File: config.mk
export PLATFORM = sky130hd
export DESIGN_NAME = fsm_vd1_down_counter
export DESIGN_NICKNAME = d
export VERILOG_FILES = /design/src/rtl/fsm_vd_pkg.sv /design/src/rtl/seg7_decoder.sv /design/src/rtl/fsm_vd1_down_counter.sv
export SDC_FILE = /design/constraint.sdc
export NUM_CORES = 1
export LEC_CHECK = 0
export ABC_CLOCK_PERIOD_IN_PS = 1700
export CELL_PAD_IN_SITES_DETAIL_PLACEMENT = 0
export CELL_PAD_IN_SITES_GLOBAL_PLACEMENT = 1
export CORE_MARGIN = 2
export CORE_UTILIZATION = 22
export CTS_CLUSTER_SIZE = 28
export DETAILED_ROUTE_END_ITERATION = 10
export PLACE_DENSITY_LB_ADDON = 0.1
export SYNTH_ARGS = -nofsm -noshare
export SYNTH_HDL_FRONTEND = slang
export SYNTH_HIERARCHICAL = 1
export SYNTH_SLANG_ARGS = --single-unit
File: constraint.sdc
create_clock -name SW -period 1.7 [get_ports SW]
set_input_delay 0.425 -clock SW [delete_from_list [all_inputs] [get_ports SW]]
set_output_delay 0.425 -clock SW [all_outputs]
set_load 0.02 [all_outputs]
File: src/rtl/fsm_vd_pkg.sv
// Shared definitions for the mod-N down-counter FSM.
//   MOD_DEFAULT : default number of states (s0..s5)
//   state_e     : 3-bit state encoding; S6/S7 exist so MOD up to 8 can be
//                 expressed, and are illegal codes when MOD = 6
//   SEG7_TABLE  : active-low {g,f,e,d,c,b,a} codes for digits 0-9
//   seg7_code   : table lookup, blank for values above 9
package fsm_vd_pkg;

    localparam int unsigned MOD_DEFAULT = 6;

    typedef enum logic [2:0] {
        S0 = 3'b000,
        S1 = 3'b001,
        S2 = 3'b010,
        S3 = 3'b011,
        S4 = 3'b100,
        S5 = 3'b101,
        S6 = 3'b110,
        S7 = 3'b111
    } state_e;

    localparam logic [6:0] SEG7_TABLE [10] = '{
        7'b1000000,  // 0
        7'b1111001,  // 1
        7'b0100100,  // 2
        7'b0110000,  // 3
        7'b0011001,  // 4
        7'b0010010,  // 5
        7'b0000010,  // 6
        7'b1111000,  // 7
        7'b0000000,  // 8
        7'b0010000   // 9
    };

    localparam logic [6:0] SEG7_BLANK = 7'b1111111;

    function automatic logic [6:0] seg7_code(input logic [3:0] value);
        if (value < 4'd10) begin
            return SEG7_TABLE[value];
        end
        return SEG7_BLANK;
    endfunction

endpackage

File: src/rtl/seg7_decoder.sv
// Combinational 7-segment decoder.
//   value : 4-bit binary digit in
//   seg_n : active-low segments {g,f,e,d,c,b,a}; blank for values above 9
module seg7_decoder
    import fsm_vd_pkg::*;
(
    input  logic [3:0] value,
    output logic [6:0] seg_n
);

    always_comb begin
        seg_n = seg7_code(value);
    end

endmodule

File: src/rtl/fsm_vd1_down_counter.sv
// Modulo-MOD down-counting state machine for the DE2 switch/LED labs.
// Steps s(MOD-1) -> ... -> s0 -> s(MOD-1) on each enabled rising SW[2].
//   SW[2]     : clock (manual switch)
//   SW[1]     : synchronous active-low reset
//   SW[0]     : count enable
//   SW[3]     : parallel load of SW[6:4] (clamped to s(MOD-1) if out of range)
//   SW[6:4]   : load value
//   LEDR[2:0] : current state index
//   LEDR[12]  : terminal level, high while in s0
//   LEDR[13]  : wrap pulse, high for the cycle after an s0 -> s(MOD-1) step
//   HEX0      : current state as an active-low 7-segment digit
//   LEDR[11:3] carry no function and are tied low.
module fsm_vd1_down_counter
    import fsm_vd_pkg::*;
#(
    parameter int unsigned MOD = MOD_DEFAULT,
    parameter int unsigned W   = $clog2(MOD)
) (
    input  logic [6:0]  SW,
    output logic [13:0] LEDR,
    output logic [6:0]  HEX0
);

    localparam logic [W-1:0] LAST_IDX = W'(MOD - 1);
    localparam state_e       LAST     = state_e'(3'(LAST_IDX));

    logic       clk;
    logic       rst_n;
    logic       en;
    logic       ld;
    logic [2:0] ld_val;

    assign clk    = SW[2];
    assign rst_n  = SW[1];
    assign en     = SW[0];
    assign ld     = SW[3];
    assign ld_val = SW[6:4];

    state_e state_q;
    state_e state_d;
    logic   wrap_q;
    logic   wrap_d;

    // State and wrap registers; reset has top priority.
    always_ff @(posedge clk) begin
        if (!rst_n) begin
            state_q <= LAST;
            wrap_q  <= 1'b0;
        end else begin
            state_q <= state_d;
            wrap_q  <= wrap_d;
        end
    end

    // Next state: load > illegal-code recovery > enable > hold.
    // Codes at or above MOD return to s(MOD-1) on the next clock even when
    // the enable is low, so a corrupted register never lingers.
    always_comb begin
        state_d = state_q;
        wrap_d  = 1'b0;
        if (ld) begin
            state_d = (32'(ld_val) < MOD) ? state_e'(ld_val) : LAST;
        end else if (32'(state_q) >= MOD) begin
            state_d = LAST;
        end else if (en) begin
            case (state_q)
                S0: begin
                    state_d = LAST;
                    wrap_d  = 1'b1;
                end
                S1:      state_d = S0;
                S2:      state_d = S1;
                S3:      state_d = S2;
                S4:      state_d = S3;
                S5:      state_d = S4;
                S6:      state_d = S5;
                S7:      state_d = S6;
                default: state_d = LAST;
            endcase
        end
    end

    // Outputs.
    assign LEDR[2:0]  = state_q;
    assign LEDR[11:3] = '0;
    assign LEDR[12]   = (state_q == S0);
    assign LEDR[13]   = wrap_q;

    seg7_decoder u_seg7 (
        .value ({1'b0, state_q}),
        .seg_n (HEX0)
    );

endmodule
==> impl_summary.log <==
INFO  metric power.combinational.fraction = 2.3%
INFO  metric worstPathCellList = inv_4, ha_4, or2_1, a21oi_2, nor2_1, buf_4
INFO  metric critPathCaptureType = output port
INFO  metric fp.dieH = just over 50 um
INFO  metric cellLeakagePower = around 0.00051 uW
INFO  metric most-common-layout-cells = clkbuf_4 (31), buf_4 (15), conb_1 (10), inv_1 (9)
INFO  metric design.core.area = roughly 0.002 mm^2
INFO  metric hold_path_class = clk -> reg
INFO  metric grt_start_max_net_pins = 11
INFO  metric drt_iter0_markers = 46
INFO  metric grt_first_pass_wirelength = around 3400 um
INFO  metric cts_tree = done
INFO  metric design.die.area = roughly 0.0026 mm^2
INFO  metric run_status = finished, violations left
INFO  metric grt.total_usage = 17.97%
INFO  metric grt_overflow_total = 0
INFO  metric vias = approximately 720
INFO  metric dp_hpwl = between 800 and 900 um
INFO  metric ff2ff_path_depth = 7
INFO  metric wl = ~2000 um
INFO  metric skew = 0.9103 ps
INFO  metric post_synth_num_cell_types = 22
INFO  metric wire_per_inst = between 10 and 15 um
INFO  metric drtAntennaViolNets = 0
INFO  metric drive_gt1_share = 54.40%
INFO  metric postSynthCellCount = 65
INFO  metric yosysWarnings = 6
INFO  metric viasPerCell = 4.724
INFO  metric ios = 28
INFO  metric finalWorstPathRequiredPeriod = between 1500 and 2000 ps
INFO  metric area.sequential = ~86 um^2
INFO  metric critical_path_peak_fanout = 2
INFO  metric number_of_global_route_vias_before_repair = about 900
INFO  metric gate_family_responsible_for_the_most_delay_along_the_worst_path = flip-flops
INFO  metric initial_core_util = a little under a quarter
INFO  metric power.clock.fraction = a little over 90%
INFO  metric die_x = 50.55 um
INFO  metric post-route-drc-count = 0
INFO  metric final.period_utilization = 106.2%
INFO  metric synthTopCellsByArea = dfxtp_1 (17%), buf_4 (16%), ha_1 (13%), inv_1 (7.1%), a32oi_1 (5.5%)
INFO  metric netlist.top_cell.by_area = dfxtp_1
INFO  metric peakVddDrop = between 0.001 and 0.0015 V
INFO  metric path_clk_slew = approximately 40 ps
INFO  metric power_frac_seq = roughly 5.6%
INFO  metric critical_path_arrival = roughly 1400 ps
INFO  metric final.setup.worst_slack = -105.2 ps
INFO  metric count_of_input_and_output_buffers = 12
INFO  metric rsz_0062_raised_after_global_routing = yes
INFO  metric antenna_found_initial = 0
INFO  metric netSwitchingPower = approximately 660 uW
INFO  metric timing.critical_path.slowest_cell_delay = approximately 350 ps
INFO  metric hold_path_depth = 3
INFO  metric final.fill_count = 212
INFO  metric critical_path_cell_count = 6
INFO  metric worst_skew_pair.late_latency = around 220 ps
INFO  metric most_common_cell_after_layout_fill_and_taps_aside = clkbuf_4
INFO  metric setup_violations = 5
INFO  metric cp-start-kind = register
INFO  metric violated_checks = setup timing
INFO  metric dr.pass1.iters = 6
INFO  metric achievable-frequency = 554.0 MHz
INFO  metric totalPowerFinal = between 1500 and 2000 uW
INFO  metric gp_congestion = just under 0.8
INFO  metric postCtsHoldBufs = 0
INFO  metric areaGrowthSynthToFinish = 115.5%
INFO  metric final_core_utilization = ~50%
INFO  metric synth_top_area_share = ~17%
INFO  metric power.density_cell_area = 1796 mW/mm^2
INFO  metric finalNetCount = roughly 130
INFO  metric worst_path_max_delay_cell = dfxtp_2
INFO  metric multi_input_area = around 400 um^2
INFO  metric criticalPathCategory = reg -> out
INFO  metric intPower = ~1200 uW
INFO  metric yosysSeqAreaShare = between 15 and 20%
INFO  metric drv_cap = 0
INFO  metric fp-row-count = 16
INFO  metric timing.final.max_slew_violations = 0
INFO  metric synthesis.area_per_instance = approximately 7.3 um^2
INFO  metric timing.final.hold_violations = 0
INFO  metric worstPathBufferInverterCount = 2
INFO  metric netlist_area = approximately 480 um^2
INFO  metric antenna_cells = 0
INFO  metric switching_share = between 30% and 40%
INFO  metric timing.critical_path.required = around 1300 ps
INFO  metric synth_seq_cells = 4
## metrics by stage
| step | worst slack, ps | area, um^2 | instances | hold slack [ps] | TNS, ps |
|---|---|---|---|---|---|
| after global routing | -145.5 | 1027 | 152 | 113.1 | -469.0 |
| after detailed placement | -300.4 | 635.6 | 108 | 105.8 | -1753 |
| after global placement | -306.2 | 635.6 | 108 | 105.8 | -1800 |
| after CTS | -104.4 | 900.9 | 147 | 91.56 | -204.8 |
| after floorplan | -8.560 | 523.0 | 74 | 105.8 | -8.560 |
| final | -105.2 | 1027 | 152 | 102.5 | -235.9 |
## power groups by stage
stage | registers (uW) | logic (uW) | clock network, uW
after floorplan | 108 | 52.0 | 238
after global placement | 108 | 41.0 | 238
after detailed placement | 108 | 40.9 | 238
after CTS | 105 | 38.8 | 1730
after global routing | 104 | 45.1 | 1880
final | 104 | 41.5 | 1700
## cells in the mapped netlist
cell type,n
and4_1,1
or3_1,1
nor2b_1,1
o21ai_0,4
buf_4,10
or2_1,1
nand3b_1,2
nor3_1,1
a21oi_1,5
conb_1,1
a32oi_1,3
inv_1,9
ha_1,5
nand2_1,3
dfxtp_1,4
o311a_1,1
buf_6,1
nor2_1,4
nand2b_1,3
a31oi_1,3
xor2_1,1
a21oi_2,1
## kinds of logic after synthesis
group	share of synthesized area, %
adders and majority gates	13.12
xor gates and xnor gates	1.838
other	0.7866
AOI/OAI and AO/OA	22.84
and+or+nand+nor	19.42
DFF	16.80
buffers and inverters	25.20
## area by class of cell
class | instances | share of cell area [%]
multi-input cells | 50 | 38.73
clock buffers | 35 | 24.12
repair buffers | 23 | 18.88
flip-flops and latches | 4 | 8.404
well taps | 27 | 3.289
clock inverters | 7 | 3.898
inverters | 6 | 2.680
## repair_timing
action	CTS	global route
hold endpoints to repair	0	0
resized for setup	50	21
pin swaps	4	9
cloned	0	0
setup endpoints to repair	11	7
buffers inserted	0	5
## metal layers
| metal | vias up | wire length [um] | global-route usage [%] |
|---|---|---|---|
| met3 | 24 | 260 | 22.62 |
| li1 | 320 | - | - |
| met2 | 71 | 868 | 15.57 |
| met5 | - | 0 | 0 |
| met1 | 303 | 753 | 13.41 |
| met4 | 0 | 131 | 30.63 |
## tightest hold or removal path, delay by kind of cell
| family | cells | cell delay, ps |
|---|---|---|
| AOI/OAI and AO/OA | 1 | 140 |
| and+or+nand+nor | 1 | 130 |
| buffers and inverters | 1 | 20 |
## sequential cells by signal, indices dropped and copies added, names as in the netlist
| register | cells |
|---|---|
| state_q | 3 |
| wrap_q | 1 |
## final timing paths
path | startpoint | slack [ps] | endpoint
max | state_q[1] | -110 | HEX0[0]
min | SW[4] | 100 | state_q[0]
max reg2reg | state_q[0] | 80 | state_q[2]
min reg2reg | state_q[2] | 720 | state_q[2]
No activity file was read; power rests on OpenSTA's default activity.
